### config.mk
export PLATFORM = sky130hd
export DESIGN_NAME = display_mux_ctrl
export DESIGN_NICKNAME = d
export VERILOG_FILES = /design/src/rtl/display_pkg.sv /design/src/rtl/display_mux_ctrl_slot_timer.sv /design/src/rtl/display_mux_ctrl.sv
export SDC_FILE = /design/constraint.sdc
export NUM_CORES = 1
export LEC_CHECK = 0
export CORE_MARGIN = 2
export CORE_UTILIZATION = 47
export DETAILED_ROUTE_END_ITERATION = 6
export PLACE_DENSITY = 0.7
export SYNTH_ARGS = -nofsm -noshare
export SYNTH_HDL_FRONTEND = slang
export SYNTH_SLANG_ARGS = --single-unit
### constraint.sdc
create_clock -name clk -period 6.2 [get_ports clk]
set_clock_uncertainty 0.05 [all_clocks]
set_input_delay 1.24 -clock clk [delete_from_list [all_inputs] [get_ports clk]]
set_output_delay 1.24 -clock clk [all_outputs]
set_load 0.02 [all_outputs]
### src/rtl/display_pkg.sv
// Shared types and constants for the multiplexed seven-segment display path.
package display_pkg;

  typedef logic [3:0] nibble_t;

  localparam int unsigned NIBBLE_W   = 4;
  localparam int unsigned MAX_DIGITS = 4;
  localparam logic [MAX_DIGITS-1:0] ANODE_OFF = '1;

endpackage

### src/rtl/display_mux_ctrl_slot_timer.sv
// Free-running slot prescaler: counts while en, clears to 0 on clear,
// wrap flags the terminal count of each slot.
module slot_timer #(
  parameter int unsigned DIV_BITS = 17
) (
  input  logic                clk,
  input  logic                reset,
  input  logic                clear,
  input  logic                en,
  output logic [DIV_BITS-1:0] cnt,
  output logic                wrap
);

  logic [DIV_BITS-1:0] cnt_q, cnt_d;

  always_comb begin
    cnt_d = cnt_q;
    if (clear) begin
      cnt_d = '0;
    end else if (en) begin
      cnt_d = cnt_q + DIV_BITS'(1);
    end
  end

  always_ff @(posedge clk or posedge reset) begin
    if (reset) begin
      cnt_q <= '0;
    end else begin
      cnt_q <= cnt_d;
    end
  end

  assign cnt  = cnt_q;
  assign wrap = (cnt_q == '1);

endmodule

### src/rtl/display_mux_ctrl.sv
// Round-robin scan controller sharing one seven-segment decoder between
// NUM_DIGITS common-anode digits, with per-slot blanking and frame-latched digits.
module display_mux_ctrl
  import display_pkg::*;
#(
  parameter int unsigned NUM_DIGITS   = 2,
  parameter int unsigned DIV_BITS     = 17,
  parameter int unsigned BLANK_CYCLES = 64
) (
  input  logic                    clk,
  input  logic                    reset,
  input  logic                    enable,
  input  logic [4*NUM_DIGITS-1:0] digits_in,
  output logic [3:0]              hex_sel,
  output logic [NUM_DIGITS-1:0]   anode_n,
  output logic                    frame_start
);

  localparam int unsigned SLOT_W = $clog2(NUM_DIGITS);
  localparam logic [SLOT_W-1:0] LAST_SLOT = SLOT_W'(NUM_DIGITS - 1);

  if (NUM_DIGITS < 2 || NUM_DIGITS > MAX_DIGITS ||
      64'(BLANK_CYCLES) >= (64'(1) << DIV_BITS)) begin : g_param_check
    $error("display_mux_ctrl: illegal NUM_DIGITS or BLANK_CYCLES >= 2**DIV_BITS");
  end

  logic [DIV_BITS-1:0] cnt;
  logic                wrap;

  logic [SLOT_W-1:0] slot_q, slot_d;
  nibble_t           shadow_q [NUM_DIGITS];
  nibble_t           shadow_d [NUM_DIGITS];
  nibble_t           digits_unpk [NUM_DIGITS];
  logic              enable_q;
  logic              frame_start_q, frame_start_d;
  logic              drive;

  slot_timer #(.DIV_BITS(DIV_BITS)) u_slot_timer (
    .clk   (clk),
    .reset (reset),
    .clear (~enable),
    .en    (enable),
    .cnt   (cnt),
    .wrap  (wrap)
  );

  always_comb begin
    for (int i = 0; i < NUM_DIGITS; i++) begin
      digits_unpk[i] = digits_in[NIBBLE_W*i +: NIBBLE_W];
    end
  end

  // Parked scheduler tracks digits_in live; while scanning, digits only reload at frame wrap.
  always_comb begin
    slot_d        = slot_q;
    shadow_d      = shadow_q;
    frame_start_d = 1'b0;
    if (!enable) begin
      slot_d   = '0;
      shadow_d = digits_unpk;
    end else if (wrap) begin
      if (slot_q == LAST_SLOT) begin
        slot_d        = '0;
        shadow_d      = digits_unpk;
        frame_start_d = 1'b1;
      end else begin
        slot_d = slot_q + SLOT_W'(1);
      end
    end
  end

  always_ff @(posedge clk or posedge reset) begin
    if (reset) begin
      slot_q        <= '0;
      shadow_q      <= '{default: '0};
      enable_q      <= 1'b0;
      frame_start_q <= 1'b0;
    end else begin
      slot_q        <= slot_d;
      shadow_q      <= shadow_d;
      enable_q      <= enable;
      frame_start_q <= frame_start_d;
    end
  end

  // Pin decode uses registered state only; the blank window keeps anodes exclusive.
  always_comb begin
    drive   = enable_q && (cnt >= DIV_BITS'(BLANK_CYCLES));
    anode_n = ANODE_OFF[NUM_DIGITS-1:0];
    for (int i = 0; i < NUM_DIGITS; i++) begin
      if (drive && slot_q == SLOT_W'(i)) begin
        anode_n[i] = 1'b0;
      end
    end
  end

  assign hex_sel     = shadow_q[slot_q];
  assign frame_start = frame_start_q;

endmodule

==> Yosys cells after proc, flatten, opt, wreduce, memory -nomap -nowiden <==
Index checks and enable logic that the tools add are counted.
{ "word_totals": {"input_bits": 11, "word_cells": 34, "ff_bits": 28, "output_inout_bits": 7} }
{ "op_classes": {"bitwise": 2, "n_lt_le_gt_ge": 2, "reduce_logical": 4, "n_eq_ne": 3, "add_sub_neg": 2, "mux": 15} }
{ "ops": {"columns": ["op", "count"], "rows": [
  ["two-way mux 8 bit", 3],
  ["adder 17 x 1 -> 17 bit, second input constant", 1],
  ["== test 17 bit, second input constant", 1],
  ["greater-or-equal comparator 17 x 7 -> 1 bit, second input constant", 1],
  ["two-way mux 17 bit", 1],
  ["two-way mux 4 bit", 3],
  ["two-way mux 1 bit", 8],
  ["inequality test 2 x 1 -> 1 bit, second input constant", 2],
  ["logical AND 1 bit", 3],
  ["greater-or-equal comparator 2 bit, second input constant", 1],
  ["inverter 1 -> 2 bit", 1],
  ["AND reduction 2 bit", 1],
  ["adder 1 bit, second input constant", 1],
  ["inverter 1 bit", 1]
]} }

==> Logic depth before layout (Yosys ltp) <==
Gate-level depths: netlist (run 1).
{ "depth": {"word_depth": 4, "ltp_mapped": 7, "depth_no_buf": 7} }

==> Cells and area by module <==
Synthesis (run 1) repeated with hierarchy kept, for this count alone.
{ "unflattened": {"hier_cells": 124, "hier_area_um2": 1396.3} }
{ "modules_own_cells": {"columns": ["module", "seq_area_each_um2", "area_each_um2", "instances", "cells_each"], "rows": [
  ["slot_timer", 425.4, 889.6, 1, 88],
  ["display_mux_ctrl", 275.3, 506.7, 1, 36]
]} }

==> Least setup slack after synthesis (run 1) <==
Ideal clock, no wire load.
{ "synth_path": {"path_kind": "register -> output", "start": "reg u_slot_timer.cnt_q[7], in the netlist u_slot_timer.cnt[7]", "end": "out anode_n[0]", "path_buffers": 0, "slack_ns": 3.898, "path_stages_with_launch": 4, "required_time_ns": 4.910, "arrival_ns": 1.012, "path_cell_list": "dfrtp_1 nor4_1 a31oi_1 nand2b_1"} }
{ "synth_via": {"elab_chain_cells": 4} }
{ "synth_lines": {"columns": ["item", "line", "rtl"], "rows": [
  ["start, declared", "display_mux_ctrl_slot_timer.sv:14", "logic [DIV_BITS-1:0] cnt_q, cnt_d;"],
  ["start signal, assigned", "display_mux_ctrl_slot_timer.sv:29", "cnt_q <= cnt_d;"],
  ["greater-or-equal comparator 17 x 7 -> 1 bit", "display_mux_ctrl.sv:88", "drive = enable_q && (cnt >= DIV_BITS'(BLANK_CYCLES));"],
  ["logical AND 1 bit", "display_mux_ctrl.sv:88", null],
  ["logical AND 1 bit", "display_mux_ctrl.sv:91", "if (drive && slot_q == SLOT_W'(i)) begin"],
  ["two-way mux 1 bit", "display_mux_ctrl.sv:91", null],
  ["end, declared", "display_mux_ctrl.sv:15", "output logic [NUM_DIGITS-1:0] anode_n,"]
]} }
No other way between the ends.

==> Worst setup path in the final report (run 1) <==
{ "layout_path": {"start": "reg u_slot_timer.cnt_q[9], in the netlist u_slot_timer.cnt[9]", "end": "out anode_n[0]"} }
The elaborated chain is that of the path after synthesis.

==> results of run 1 <==
per-layer routing:
metal	up-vias	track usage	wire (um)
li1	445	-	-
met1	421	0.201	1070
met2	8	0.252	1110
met3	2	0.0402	72
met4	0	0.0498	24
met5	-	0	0
cells by family after synthesis:
logic type / Yosys count / share of synthesized area
xor+xnor: 13 / 0.0827
flops: 28 / 0.509
simple gates: 52 / 0.230
fa+ha+maj: 3 / 0.0273
buf+inv: 9 / 0.0255
compound gates: 2 / 0.0127
mux: 14 / 0.113
final timing paths:
| check | from | to | slack, ns |
|---|---|---|---|
| max | u_slot_timer.cnt[9] | anode_n[0] | 2.86 |
| min | shadow_q[5] | shadow_q[5] | 0.47 |
| max reg2reg | u_slot_timer.cnt[0] | shadow_q[7] | 3.89 |
| min reg2reg | shadow_q[5] | shadow_q[5] | 0.47 |
| max in group asynchronous | reset | u_slot_timer.cnt[4] | 4.10 |
| min in group asynchronous | reset | frame_start | 1.38 |
stage by stage:
step                      utilization  worst slack [ns]  hold WS, ns  instances  instance area [um2]
after CTS                       0.583              2.86        0.473        170                 1610
after global routing            0.583              2.74        0.485        170                 1610
final                           0.583              2.86        0.468        170                 1610
after detailed placement        0.570              3.00        0.440        166                 1570
after floorplan                     -              3.90        0.421        121                 1380
after global placement          0.570              3.05        0.433        166                 1570
power by group through the flow:
stage / logic [W] / registers (W) / clock network, W
6_report: 0.0000334 / 0.000194 / 0.0000882
5_1_grt: 0.0000368 / 0.000195 / 0.0000985
4_1_cts: 0.0000344 / 0.000194 / 0.0000920
3_5_place_dp: 0.0000342 / 0.000198 / 0
3_3_place_gp: 0.0000328 / 0.000197 / 0
2_1_floorplan: 0.0000195 / 0.000196 / 0
layout by cell type, fill, tap and decap left out, drive strengths merged:
master and count:
xor2 7, nor4 4, mux2 12, dfrtp 28, nand2 7, inv 6, a21boi 1, and3 2
xnor2 6, nand4 4, nor2 5, and2 15, ha 3, nand2b 3, a31oi 1, clkbuf 4
clkdlybuf4s50 17, mux2i 2, nor3 3, nand3 6, and4 2, nor2b 1
registers in the layout, indices dropped and copies added, names as in the netlist:
| register | cells |
|---|---|
| u_slot_timer.cnt | 17 |
| shadow_q | 8 |
| enable_q | 1 |
| frame_start | 1 |
| slot_q | 1 |
layout make-up:
cell class                 count  area share
clock buffer                   4      0.0226
timing repair buffer          17       0.106
sequential                    28       0.435
inverter                       6      0.0140
tap                           31      0.0241
multi-input combinational     84       0.398
critical path, stage by stage (launching register included):
cell	delay, ns
dfrtp_1	0.47
nor4_1	0.38
a31oi_1	0.17
nand2b_1	0.10
clkdlybuf4s50_1	0.60
==> out/metrics.cfg, run 1 <==
[timing]
min_period_over_period = 0.538
slew_headroom = 0.319
hold_violations = 0
worstMarginPinSlew_ns = 1.02
slew_viol_final = 0
setup_violations = 0
fmax_mhz = 300
fin_crit_ns = 3.34
setup-tns-final_ns = 0
rsz0062_at_grt = false

[layout]
area_growth_pct = 16.9
diodes = 0
multiInputGateArea_um2 = 641
regArea_um2 = 701
fill_cells = 241
nets = 154
final_layout_size_suffix_gt1_frac = 0.144

[global_routing]
grt_start_max_net_pins = 29
grt_pass1_wl_mm = 3.93
grt_pass1_vias = 880
antenna_found_initial = 0
grt-ovfl-total = 0
grt_usage = 0.154

[logic_synthesis]
syn_area_mm2 = 0.00138
netlist_top_cells_count = 28 x dfrtp_1, 15 x and2_1, 12 x mux2_2
synth_nets = 135
yosysTopAreaCellShare = 0.509
synth-async-reset-ratio = 1.00
yosysMostFrequentCell = dfrtp_1
ys.flop_type = dfrtp_1
synth_seq_area_share = 0.509
ys_seq_elements = 28
yosys.cell_types.count = 24
yosys_warnings = 0
synth.area.top_cells = dfrtp_1 51%, mux2_2 9.8%, and2_1 6.8%, xor2_1 4.5%, xnor2_1 3.8%
synth_edf_count = 0
syn_inst = 121
yosysTopAreaCell = dfrtp_1
syn_area_per_cell_um2 = 11.4

[clock_tree]
holdBufCountCts = 0
clockBufferDepth = 2
cts_setup_buffers = 0
cts.sinks = 28
cts_made_buffers = 3
cts_resized = 0
clk_pin_slew_ns = 0.14
clock_latency_ns = 0.32
h-tree-depth = 1
cts_tree = built
root_buffer = clkbuf_4

[pwr]
p_leak_nw = 0.751
swShare = 0.226
combPwrFrac = 0.106
clkPwrFrac = 0.280
p_sw_w = 0.0000715
p_int_w = 0.000244
power_density_mw_per_mm2 = 196
seqPwrFrac = 0.615
ir_drop_mv = 0.160
total_power_w = 0.000316

[critical_path]
cp_max_fo = 4
required_ns = 4.91
criticalPathCategory = reg2out
crit_path_end_kind = primary output
arrival_ns = 2.05
rr_worst_depth = 7
start_kind = flop

[die]
die_h_um = 58.1
num_io_pins = 18
die_area_mm2 = 0.00338
die_w_um = 58.1
std_cell_rows = 19
initial_core_util = 0.499
core-area_mm2 = 0.00276

[min_path]
hold_path_class = reg2reg
hold-path-cell-count = 1

[placed_design]
gp_congestion = 0.797
port_buffers = 17
hpwl_mm = 1.67

[detailed_routing]
ant_nets = 0
vias = 876
routed_via_density = 5.15
wirelength_mm = 2.28
wl_per_cell_um = 13.4
drt_iter0_drc = 8
drc = 0
drt_first_pass_iters = 4

[job]
drv_cap = 0

[status]
status = completed

Power figures use the tool's default switching activity.
==> run 2, diff against run 1 <==
PLACE_DENSITY = 0.72   (was 0.7)
clock period = 2.7 ns   (was 6.2 ns; I/O delays follow)
==> out/metrics.cfg, run 2 (same netlist as run 1, synthesis figures left out) <==
[timing]
hold_violations = 0
slew_headroom = 0.699
rsz0062_at_grt = false
setup-tns-final_ns = 0
worstMarginPinSlew_ns = 0.449
min_period_over_period = 0.946
setup_violations = 0
slew_viol_final = 0
fin_crit_ns = 2.55
fmax_mhz = 392

[clock_tree]
cts_made_buffers = 3
cts.sinks = 28
cts_tree = built
clockBufferDepth = 2
root_buffer = clkbuf_4
cts_resized = 0
cts_setup_buffers = 0
holdBufCountCts = 0
clock_latency_ns = 0.31
clk_pin_slew_ns = 0.14
h-tree-depth = 1

[die]
core-area_mm2 = 0.00276
initial_core_util = 0.499
die_w_um = 58.1
std_cell_rows = 19
die_area_mm2 = 0.00338
num_io_pins = 18
die_h_um = 58.1

[pwr]
p_sw_w = 0.000157
p_int_w = 0.000532
seqPwrFrac = 0.647
power_density_mw_per_mm2 = 428
swShare = 0.228
clkPwrFrac = 0.239
ir_drop_mv = 0.288
combPwrFrac = 0.114
p_leak_nw = 0.753

[global_routing]
grt-ovfl-total = 0
grt_pass1_wl_mm = 4.08
antenna_found_initial = 0
grt_start_max_net_pins = 29
grt_usage = 0.155
grt_pass1_vias = 926

[detailed_routing]
routed_via_density = 5.43
drt_iter0_drc = 24
ant_nets = 0
wl_per_cell_um = 13.8
drc = 0
wirelength_mm = 2.36
vias = 928
drt_first_pass_iters = 4

[layout]
nets = 156
area_growth_pct = 17.0
stdcell_area_mm2 = 0.00161
layout_commonest_cell = dfrtp_1
largest_reg_flops = 17
final_layout_size_suffix_gt1_frac = 0.150
fin_cells = 171
final_cell_mix = 28 x dfrtp_1, 17 x clkdlybuf4s50_1, 15 x and2_1
diodes = 0

[critical_path]
arrival_ns = 1.96
crit_path_end_kind = primary output
criticalPathCategory = reg2out
required_ns = 2.11
cp_max_fo = 5
start_kind = flop

[job]
drv_cap = 0

[placed_design]
placed_cell_area_mm2 = 0.00159
gp_congestion = 0.838
hpwl_mm = 1.74
port_buffers = 17
placed_cells = 168

[min_path]
hold_path_class = reg2reg

[status]
status = completed

run 2: path summary, 6_finish.rpt:
kind	startpoint	to	slack (ns)	cells past startpoint
setup reg to reg	u_slot_timer.cnt[0]	shadow_q[0]	0.36	7
setup / recovery	u_slot_timer.cnt[7]	anode_n[0]	0.15	4
min in group asynchronous	reset	frame_start	0.52	3
hold / removal	u_slot_timer.cnt[0]	u_slot_timer.cnt[0]	0.47	1
max in group asynchronous	reset	u_slot_timer.cnt[15]	1.82	3
hold reg to reg	u_slot_timer.cnt[0]	u_slot_timer.cnt[0]	0.47	1
run 2: through the flow:
| stage | utilization | worst slack [ns] | hold slack [ns] | power [W] |
|---|---|---|---|---|
| global route | 0.584 | 0.0644 | 0.491 | 0.000722 |
| floorplan | - | 0.607 | 0.421 | 0.000496 |
| global placement | 0.576 | 0.409 | 0.433 | 0.000530 |
| finish | 0.584 | 0.147 | 0.469 | 0.000689 |
| CTS | 0.584 | 0.124 | 0.473 | 0.000696 |
| detailed placement | 0.576 | 0.377 | 0.447 | 0.000534 |
run 2: area by class of cell:
class / count / area (um2)
clock buffers: 3 / 22.5
fillers: 236 / 1150
inverters: 6 / 22.5
multi-input cells: 84 / 641
flip-flops and latches: 28 / 701
well taps: 31 / 38.8
repair buffers: 19 / 185
run 2: routing by layer:
layer  vias to the layer above  GRT usage  wire [um]
li1                        447          -          -
met1                       467      0.221       1160
met2                        12      0.250       1140
met3                         2     0.0201         49
met4                         0     0.0432         13
met5                         -          0          0
run 2: worst max-delay path: stages, from the launching register on:
cell and delay [ns]:
dfrtp_1 0.48, nor4_1 0.32, a31oi_1 0.16, nand2b_1 0.10, clkdlybuf4s50_1 0.59
run 2: power by group through the flow:
stage / registers, W / logic, W / clock network, W
floorplan: 0.000451 / 0.0000449 / 0
global placement: 0.000452 / 0.0000779 / 0
detailed placement: 0.000454 / 0.0000800 / 0
CTS: 0.000446 / 0.0000804 / 0.000170
global route: 0.000448 / 0.0000870 / 0.000186
finish: 0.000446 / 0.0000788 / 0.000165
==> run 3, diff against run 2 <==
CORE_ASPECT_RATIO = 0.8   (was not set)
CORE_MARGIN = not set   (was 2)
SETUP_SLACK_MARGIN = 0.2   (was not set)
==> out/metrics.cfg, run 3 (same netlist as run 1, synthesis figures left out) <==
[placed_design]
hpwl_mm = 1.82
port_buffers = 17
placed_cell_area_mm2 = 0.00160
gp_congestion = 0.810
pre_cts_slack_ns = 0.288

[global_routing]
grt-ovfl-total = 0
grt_pass1_wl_mm = 4.64
antenna_found_initial = 0
grt_usage = 0.196
grt_pass1_vias = 963
grt_start_max_net_pins = 29

[die]
initial_core_util = 0.498
std_cell_rows = 17
die_w_um = 62.5
num_io_pins = 18
die_h_um = 50.4
die_area_mm2 = 0.00315
core-area_mm2 = 0.00277

[pwr]
clkPwrFrac = 0.278
swShare = 0.228
p_int_w = 0.000563
power_density_mw_per_mm2 = 445
seqPwrFrac = 0.611
p_sw_w = 0.000166
p_leak_nw = 0.758
ir_drop_mv = 0.370
combPwrFrac = 0.111
total_power_w = 0.000730

[layout]
diodes = 0
nets = 156
area_growth_pct = 19.2
stdcell_area_mm2 = 0.00164
fill_cells = 239
layout_commonest_cell = dfrtp_1
largest_reg_flops = 17
final_cell_mix = 26 x dfrtp_1, 15 x and2_1, 15 x clkdlybuf4s50_1
final_layout_size_suffix_gt1_frac = 0.170

[clock_tree]
clockBufferDepth = 2
h-tree-depth = 1
cts_tree = built
cts.sinks = 28
cts_made_buffers = 3
clk_pin_slew_ns = 0.14
root_buffer = clkbuf_4
clock_latency_ns = 0.33

[detailed_routing]
wl_per_cell_um = 14.1
vias = 931
drc = 0
ant_nets = 0
wirelength_mm = 2.53
routed_via_density = 5.20
drt_iter0_drc = 12
drt_first_pass_iters = 4

[timing]
fmax_mhz = 424
min_period_over_period = 0.873
worstMarginPinSlew_ns = 0.354
setup_ws_ns = 0.343
slew_headroom = 0.764
hold_violations = 0
rsz0062_at_grt = false
setup-tns-final_ns = 0
setup_violations = 0
slew_viol_final = 0
fin_crit_ns = 2.36

[critical_path]
cp_max_fo = 9
start_kind = flop
required_ns = 2.11
criticalPathCategory = reg2out
r2r_setup_slack_ns = 0.38
crit_path_end_kind = primary output
arrival_ns = 1.77

[job]
drv_cap = 0

[min_path]
hold_path_class = reg2reg

[status]
status = completed

[run 3: cell types whose count changed in the layout (fill, tap and decap cells not counted)]
cell / delta
clkdlybuf4s50_1: -2
dfrtp_1: -2
dfrtp_2: +2
dlygate4sd2_1: +2
a21boi_2: -1
a21boi_4: +1
clkbuf_8: +1
[run 3: stage by stage]
step	hold WS, ns	cells	util
floorplan	0.421	121	-
global placement	0.434	175	0.577
detailed placement	0.441	175	0.577
CTS	0.473	179	0.590
global route	0.480	179	0.593
finish	0.468	179	0.593
[run 3: final cells by class]
class / count / area [um2] / area share
well taps: 38 / 47.5 / 0.0290
flip-flops and latches: 28 / 703 / 0.429
clock buffers: 4 / 36.3 / 0.0221
inverters: 6 / 22.5 / 0.0137
repair buffers: 19 / 183 / 0.111
multi-input cells: 84 / 648 / 0.395
[run 3: critical path, stage by stage (launching register included)]
cell and delay (ns):
dfrtp_2 0.52, mux2_2 0.37, clkdlybuf4s50_1 0.55
[run 3: power by group through the flow]
| stage | Clock [W] | Sequential [W] | Combinational, W |
|---|---|---|---|
| finish | 0.000203 | 0.000446 | 0.0000809 |
| global route | 0.000229 | 0.000449 | 0.0000889 |
| CTS | 0.000209 | 0.000446 | 0.0000815 |
| detailed placement | 0 | 0.000454 | 0.0000811 |
| global placement | 0 | 0.000453 | 0.0000780 |
| floorplan | 0 | 0.000451 | 0.0000449 |
[run 3: path summary, 6_finish.rpt]
kind,start,to,cells past startpoint
hold / removal,shadow_q[7],shadow_q[7],1
hold reg to reg,shadow_q[7],shadow_q[7],1
min in group asynchronous,reset,frame_start,3
setup / recovery,slot_q,hex_sel[1],2
setup reg to reg,u_slot_timer.cnt[0],shadow_q[1],7
max in group asynchronous,reset,u_slot_timer.cnt[7],3
[run 3: repair_timing]
item                                    4_1_cts  5_1_grt
setup buffers                                 0        0
endpoints found under the setup margin        2       11
resized for setup                             3        2
hold buffers                                  0        0
pin swaps                                     0        0
[run 3: metal layers]
metal	GRT usage	vias to the layer above	routed length, um
met5	0	-	0
met4	0.0543	0	21
met3	0.0500	5	68
met2	0.303	9	1180
met1	0.273	468	1260
li1	-	449	-
==> edit 1 (config.mk and constraints of run 2) <==
Register the inputs `enable` and `digits_in` before use. The logic sees them one clock later.
--- a/src/rtl/display_mux_ctrl.sv
+++ b/src/rtl/display_mux_ctrl.sv
@@ -20,4 +20,12 @@
   localparam logic [SLOT_W-1:0] LAST_SLOT = SLOT_W'(NUM_DIGITS - 1);
 
+  logic enable_r;
+  logic [4*NUM_DIGITS-1:0] digits_q;
+
+  always_ff @(posedge clk) begin
+    enable_r <= enable;
+    digits_q <= digits_in;
+  end
+
   if (NUM_DIGITS < 2 || NUM_DIGITS > MAX_DIGITS ||
       64'(BLANK_CYCLES) >= (64'(1) << DIV_BITS)) begin : g_param_check
@@ -39,6 +47,6 @@
     .clk   (clk),
     .reset (reset),
-    .clear (~enable),
-    .en    (enable),
+    .clear (~enable_r),
+    .en    (enable_r),
     .cnt   (cnt),
     .wrap  (wrap)
@@ -47,5 +55,5 @@
   always_comb begin
     for (int i = 0; i < NUM_DIGITS; i++) begin
-      digits_unpk[i] = digits_in[NIBBLE_W*i +: NIBBLE_W];
+      digits_unpk[i] = digits_q[NIBBLE_W*i +: NIBBLE_W];
     end
   end
@@ -56,5 +64,5 @@
     shadow_d      = shadow_q;
     frame_start_d = 1'b0;
-    if (!enable) begin
+    if (!enable_r) begin
       slot_d   = '0;
       shadow_d = digits_unpk;
@@ -79,5 +87,5 @@
       slot_q        <= slot_d;
       shadow_q      <= shadow_d;
-      enable_q      <= enable;
+      enable_q      <= enable_r;
       frame_start_q <= frame_start_d;
     end
Formal check against the unedited RTL: not equivalent (a bounded check fails within 4 cycles, from zero or initial values and one cycle with reset high).
==> edit 1 against run 2 <==
- routed wire length rose by 3.0%
- synthesized cell count rose by 7.4%
- non-clock buffer count is the same
- sequential cell count increased by 9
- critical path type unchanged
- worst setup slack got worse by 0.025 ns
- synthesized area up 13%
- cell area rose by 16%
- register-to-register slack better by 0.06 ns
- total power grew 52%
==> edit 1: results (changes against run 2) <==
The total CTS buffers was 5 (was 3). The adder-cell share of the synthesized area is 2.412% (was 2.727%). The placement-stage worst setup slack is 0.3969 ns (was 0.3771 ns). The critical path arrival is 1.99 ns (was 1.96 ns). The net count of the finished layout was 167 (was 156). The fraction of met1 tracks used by global routing is 18.68% (was 22.06%). The placed instance area is 0.001784 mm² (was 0.001588 mm²).

Most used standard cells in the synthesized netlist: dfrtp_1, and2_1, mux2_2 (unchanged). The vias per cell came out at 4.919 (was 5.427). The compound-gate portion of the synthesized area was 1.125% (was 1.273%). The launch point of the worst hold path is digits_q[6] (was u_slot_timer.cnt[0]). The number of global-route vias before repair came out at 974 (was 926). The switching power is 0.2344 mW (was 0.1572 mW).

The met3 layer usage reported by global route came out at 4.832% (was 2.009%). The total length of routed wires came to 2.432 mm (was 2.361 mm). The sequential fraction of the synthesis area was 56.59% (was 50.91%). The wire length of the first global-routing pass was 4.236 mm (was 4.077 mm).

The net count after synthesis came out at 144 (was 135). The DRC violations left is 0 (unchanged). The met1 routed wirelength after detailed routing is 1.068 mm (was 1.160 mm).

The number of distinct library cell variants in the gate-level netlist after synthesis was 25 (was 24). The capture instance of the worst register-to-register path is shadow_q[3] (was shadow_q[0]). The register clock-pin slew on the reported worst setup and hold paths is 0.12 ns (was 0.14 ns). The worst-case register-to-register setup slack was 0.42 ns (was 0.36 ns). The global routing usage summed across all routing layers is 16.20% (was 15.49%). The met2 layer usage reported by global route is 25.86% (was 25.00%). The parity-gate share of the synthesized area counting xor and xnor cells came out at 7.315% (was 8.273%). The cell count after placement is 190 (was 168). Synth area leaders: dfrtp_1, dfxtp_1, mux2_2, and2_1, xor2_1 (was dfrtp_1, mux2_2, and2_1, xor2_1, xnor2_1). Result of the run: finished clean (unchanged). The worst-margin pin slew came to 0.4447 ns (was 0.4486 ns). The multiplexer share of the synthesized area came to 9.968% (was 11.27%). The worst hold margin is 0.4187 ns (was 0.4690 ns).

The weighted congestion at the end of routability-driven global placement was 0.7727 (was 0.8382). The terminating pin of the worst hold path is shadow_q[2] (was u_slot_timer.cnt[0]). The ratio of cells with drive above 1 in the final layout is 16.88% (was 15.00%). The final critical-path setup slack is 0.1219 ns (was 0.1471 ns). The number of levels in the clock H-tree came out at 2 (was 1). The violation count after the first detailed-route iteration is 14 (was 24). The clock latency reported for the late side of the worst-skew pair was 0.35 ns (was 0.31 ns).

The detailed placement HPWL is 1.746 mm (was 1.739 mm). The number of inserted filler cells in the final layout came to 282 (was 236).
## edit 1: worst max-delay path, stage by stage, from the launching register on
cell	delay, ns
dfrtp_1	0.47
nor4_1	0.33
a31oi_1	0.15
nand2b_1	0.09
clkdlybuf4s50_1	0.60
## edit 1: power groups by stage
stage / clock network [mW] / registers [mW] / logic (mW)
after floorplan: 0 / 0.595 / 0.0448
after global placement: 0 / 0.597 / 0.0780
after detailed placement: 0 / 0.598 / 0.0803
after CTS: 0.399 / 0.587 / 0.0807
after global routing: 0.432 / 0.590 / 0.0863
final: 0.385 / 0.587 / 0.0780
## edit 1: layout make-up
class	instances	share of cell area, %
timing repair buffer	19	9.913
clock inverter	3	2.478
tap	44	2.947
sequential	37	47.15
clock buffer	5	2.009
multi-input combinational	84	34.29
inverter	6	1.206
==> edit 2 (flow settings as in run 2) <==
Without the edit above. `DIV_BITS` is set to 17 in 2 places; all go to 34.
--- a/src/rtl/display_mux_ctrl_slot_timer.sv
+++ b/src/rtl/display_mux_ctrl_slot_timer.sv
@@ -2,5 +2,5 @@
 // wrap flags the terminal count of each slot.
 module slot_timer #(
-  parameter int unsigned DIV_BITS = 17
+  parameter int unsigned DIV_BITS = 34
 ) (
   input  logic                clk,
--- a/src/rtl/display_mux_ctrl.sv
+++ b/src/rtl/display_mux_ctrl.sv
@@ -5,5 +5,5 @@
 #(
   parameter int unsigned NUM_DIGITS   = 2,
-  parameter int unsigned DIV_BITS     = 17,
+  parameter int unsigned DIV_BITS     = 34,
   parameter int unsigned BLANK_CYCLES = 64
 ) (
Check against the original RTL: same outputs for any inputs over 10 cycles, from zero or initial values and one cycle with reset high; that may be too few to reach the edited logic, so the function may still have changed.
==> edit 2 against run 2 <==
- cell area grew 74%
- synthesized area rose by 72%
- total power grew 74%
- sequential cell count is 17 higher
- critical endpoint is now shadow_q[2]
- routed wire length up 100%
- worst setup slack better by 0.016 ns
- clock power increased by 130%
- sequential power grew 57%
==> edit 2: results (changes against run 2) <==
The global routing usage summed across all routing layers is 19.26% (was 15.49%). The adder-cell share of the synthesized area is 1.055% (was 2.727%). The total length of routed wires is 4.744 mm (was 2.361 mm). The final clock period utilization by the worst path is 93.96% (was 94.55%).

The multiplexer share of the synthesized area came out at 7.806% (was 11.27%). The worst-case register-to-register setup slack came out at 0.16 ns (was 0.36 ns). The ratio of cells with drive above 1 in the final layout is 17.11% (was 15.00%). The net count of the finished layout is 277 (was 156). The capture instance of the worst register-to-register path was shadow_q[2] (was shadow_q[0]). Synth area leaders: dfrtp_1, mux2_4, a21oi_1, nand3_1, nor4_1 (was dfrtp_1, mux2_2, and2_1, xor2_1, xnor2_1).

The delay of the slowest cell on the worst path came out at 0.64 ns (was 0.59 ns). The largest fanout on the critical path is 8 (was 5). The cell chosen for the clock root was clkbuf_8 (was clkbuf_4).

The detailed-route wire length per cell came to 14.38 µm (was 13.81 µm). The weighted congestion at the end of routability-driven global placement is 0.8285 (was 0.8382). The total CTS buffers came out at 5 (was 3). The maximum number of pins on one net before global-route repair is 46 (was 29). The vias after detailed routing came out at 1,872 (was 928).

The cell count after placement came out at 324 (was 168). The met2 layer usage reported by global route came out at 27.29% (was 25.00%). The number of flip-flops in the largest register came to 34 (was 17). The top cell family by delay on the critical path is simple AND/OR/NAND/NOR gates (was buffers and inverters).

The number of global-route vias before repair came out at 1,668 (was 926). The sequential fraction of the synthesis area came out at 47.47% (was 50.91%). The wire length of the first global-routing pass came out at 8.162 mm (was 4.077 mm). Result of the run: finished clean (unchanged). The kind of critical path was reg -> reg (was reg -> out). The number of cells upsized or downsized after cts is 13 (was 0). The placement-stage worst setup slack came out at -0.1288 ns (was 0.3771 ns). The met3 layer usage reported by global route came to 4.016% (was 2.009%). The slowest cell on the critical path is o41a_1 (was clkdlybuf4s50_1). The number of clock sinks came out at 45 (was 28). The worst max-slew margin expressed relative to the limit came out at 61.08% (was 69.92%). The net count after synthesis came out at 244 (was 135). The number of levels in the clock H-tree is 2 (was 1). The path depth of the worst reg2reg path came out at 6 (was 7).
[edit 2: worst min-delay path by stage]
| stage | end | slack [ns] | start | depth (start not counted) |
|---|---|---|---|---|
| floorplan | shadow_q[0] | 0.43 | shadow_q[0] | 1 |
| global placement | shadow_q[5] | 0.44 | shadow_q[5] | 1 |
| detailed placement | shadow_q[5] | 0.44 | shadow_q[5] | 1 |
| CTS | shadow_q[5] | 0.46 | shadow_q[5] | 1 |
| global route | shadow_q[4] | 0.48 | shadow_q[4] | 1 |
| finish | shadow_q[5] | 0.46 | shadow_q[5] | 1 |
[edit 2: layout make-up]
| class | count | area (µm²) | area share [%] |
|---|---|---|---|
| well taps | 67 | 83.83 | 2.987 |
| multi-input cells | 166 | 1182 | 42.13 |
| inverters | 10 | 37.54 | 1.337 |
| clock inverters | 1 | 5.005 | 0.1783 |
| clock buffers | 5 | 68.82 | 2.452 |
| flip-flops and latches | 45 | 1126 | 40.12 |
| repair buffers | 36 | 302.8 | 10.79 |
[edit 2: per-stage QoR]
stage	hold WS (ns)	util, %	instance area [µm²]	setup TNS [ns]
after floorplan	0.4257	-	2372	0
after global placement	0.4421	56.92	2724	-0.1527
after detailed placement	0.4421	56.92	2724	-0.2448
after CTS	0.4649	58.64	2806	0
after global routing	0.4758	58.64	2806	0
final	0.4602	58.64	2806	0
[edit 2: where the power goes]
part | switching, mW | total, mW | internal, mW
registers | 0.00870 | 0.698 | 0.690
logic | 0.0556 | 0.117 | 0.0609
clock network | 0.215 | 0.385 | 0.170
[edit 2: per-layer routing]
metal | up-vias | part of all wire (%)
li1 | 932 | -
met5 | - | 0
met3 | 9 | 2.8
met4 | 0 | 1.8
met2 | 27 | 46
met1 | 904 | 50
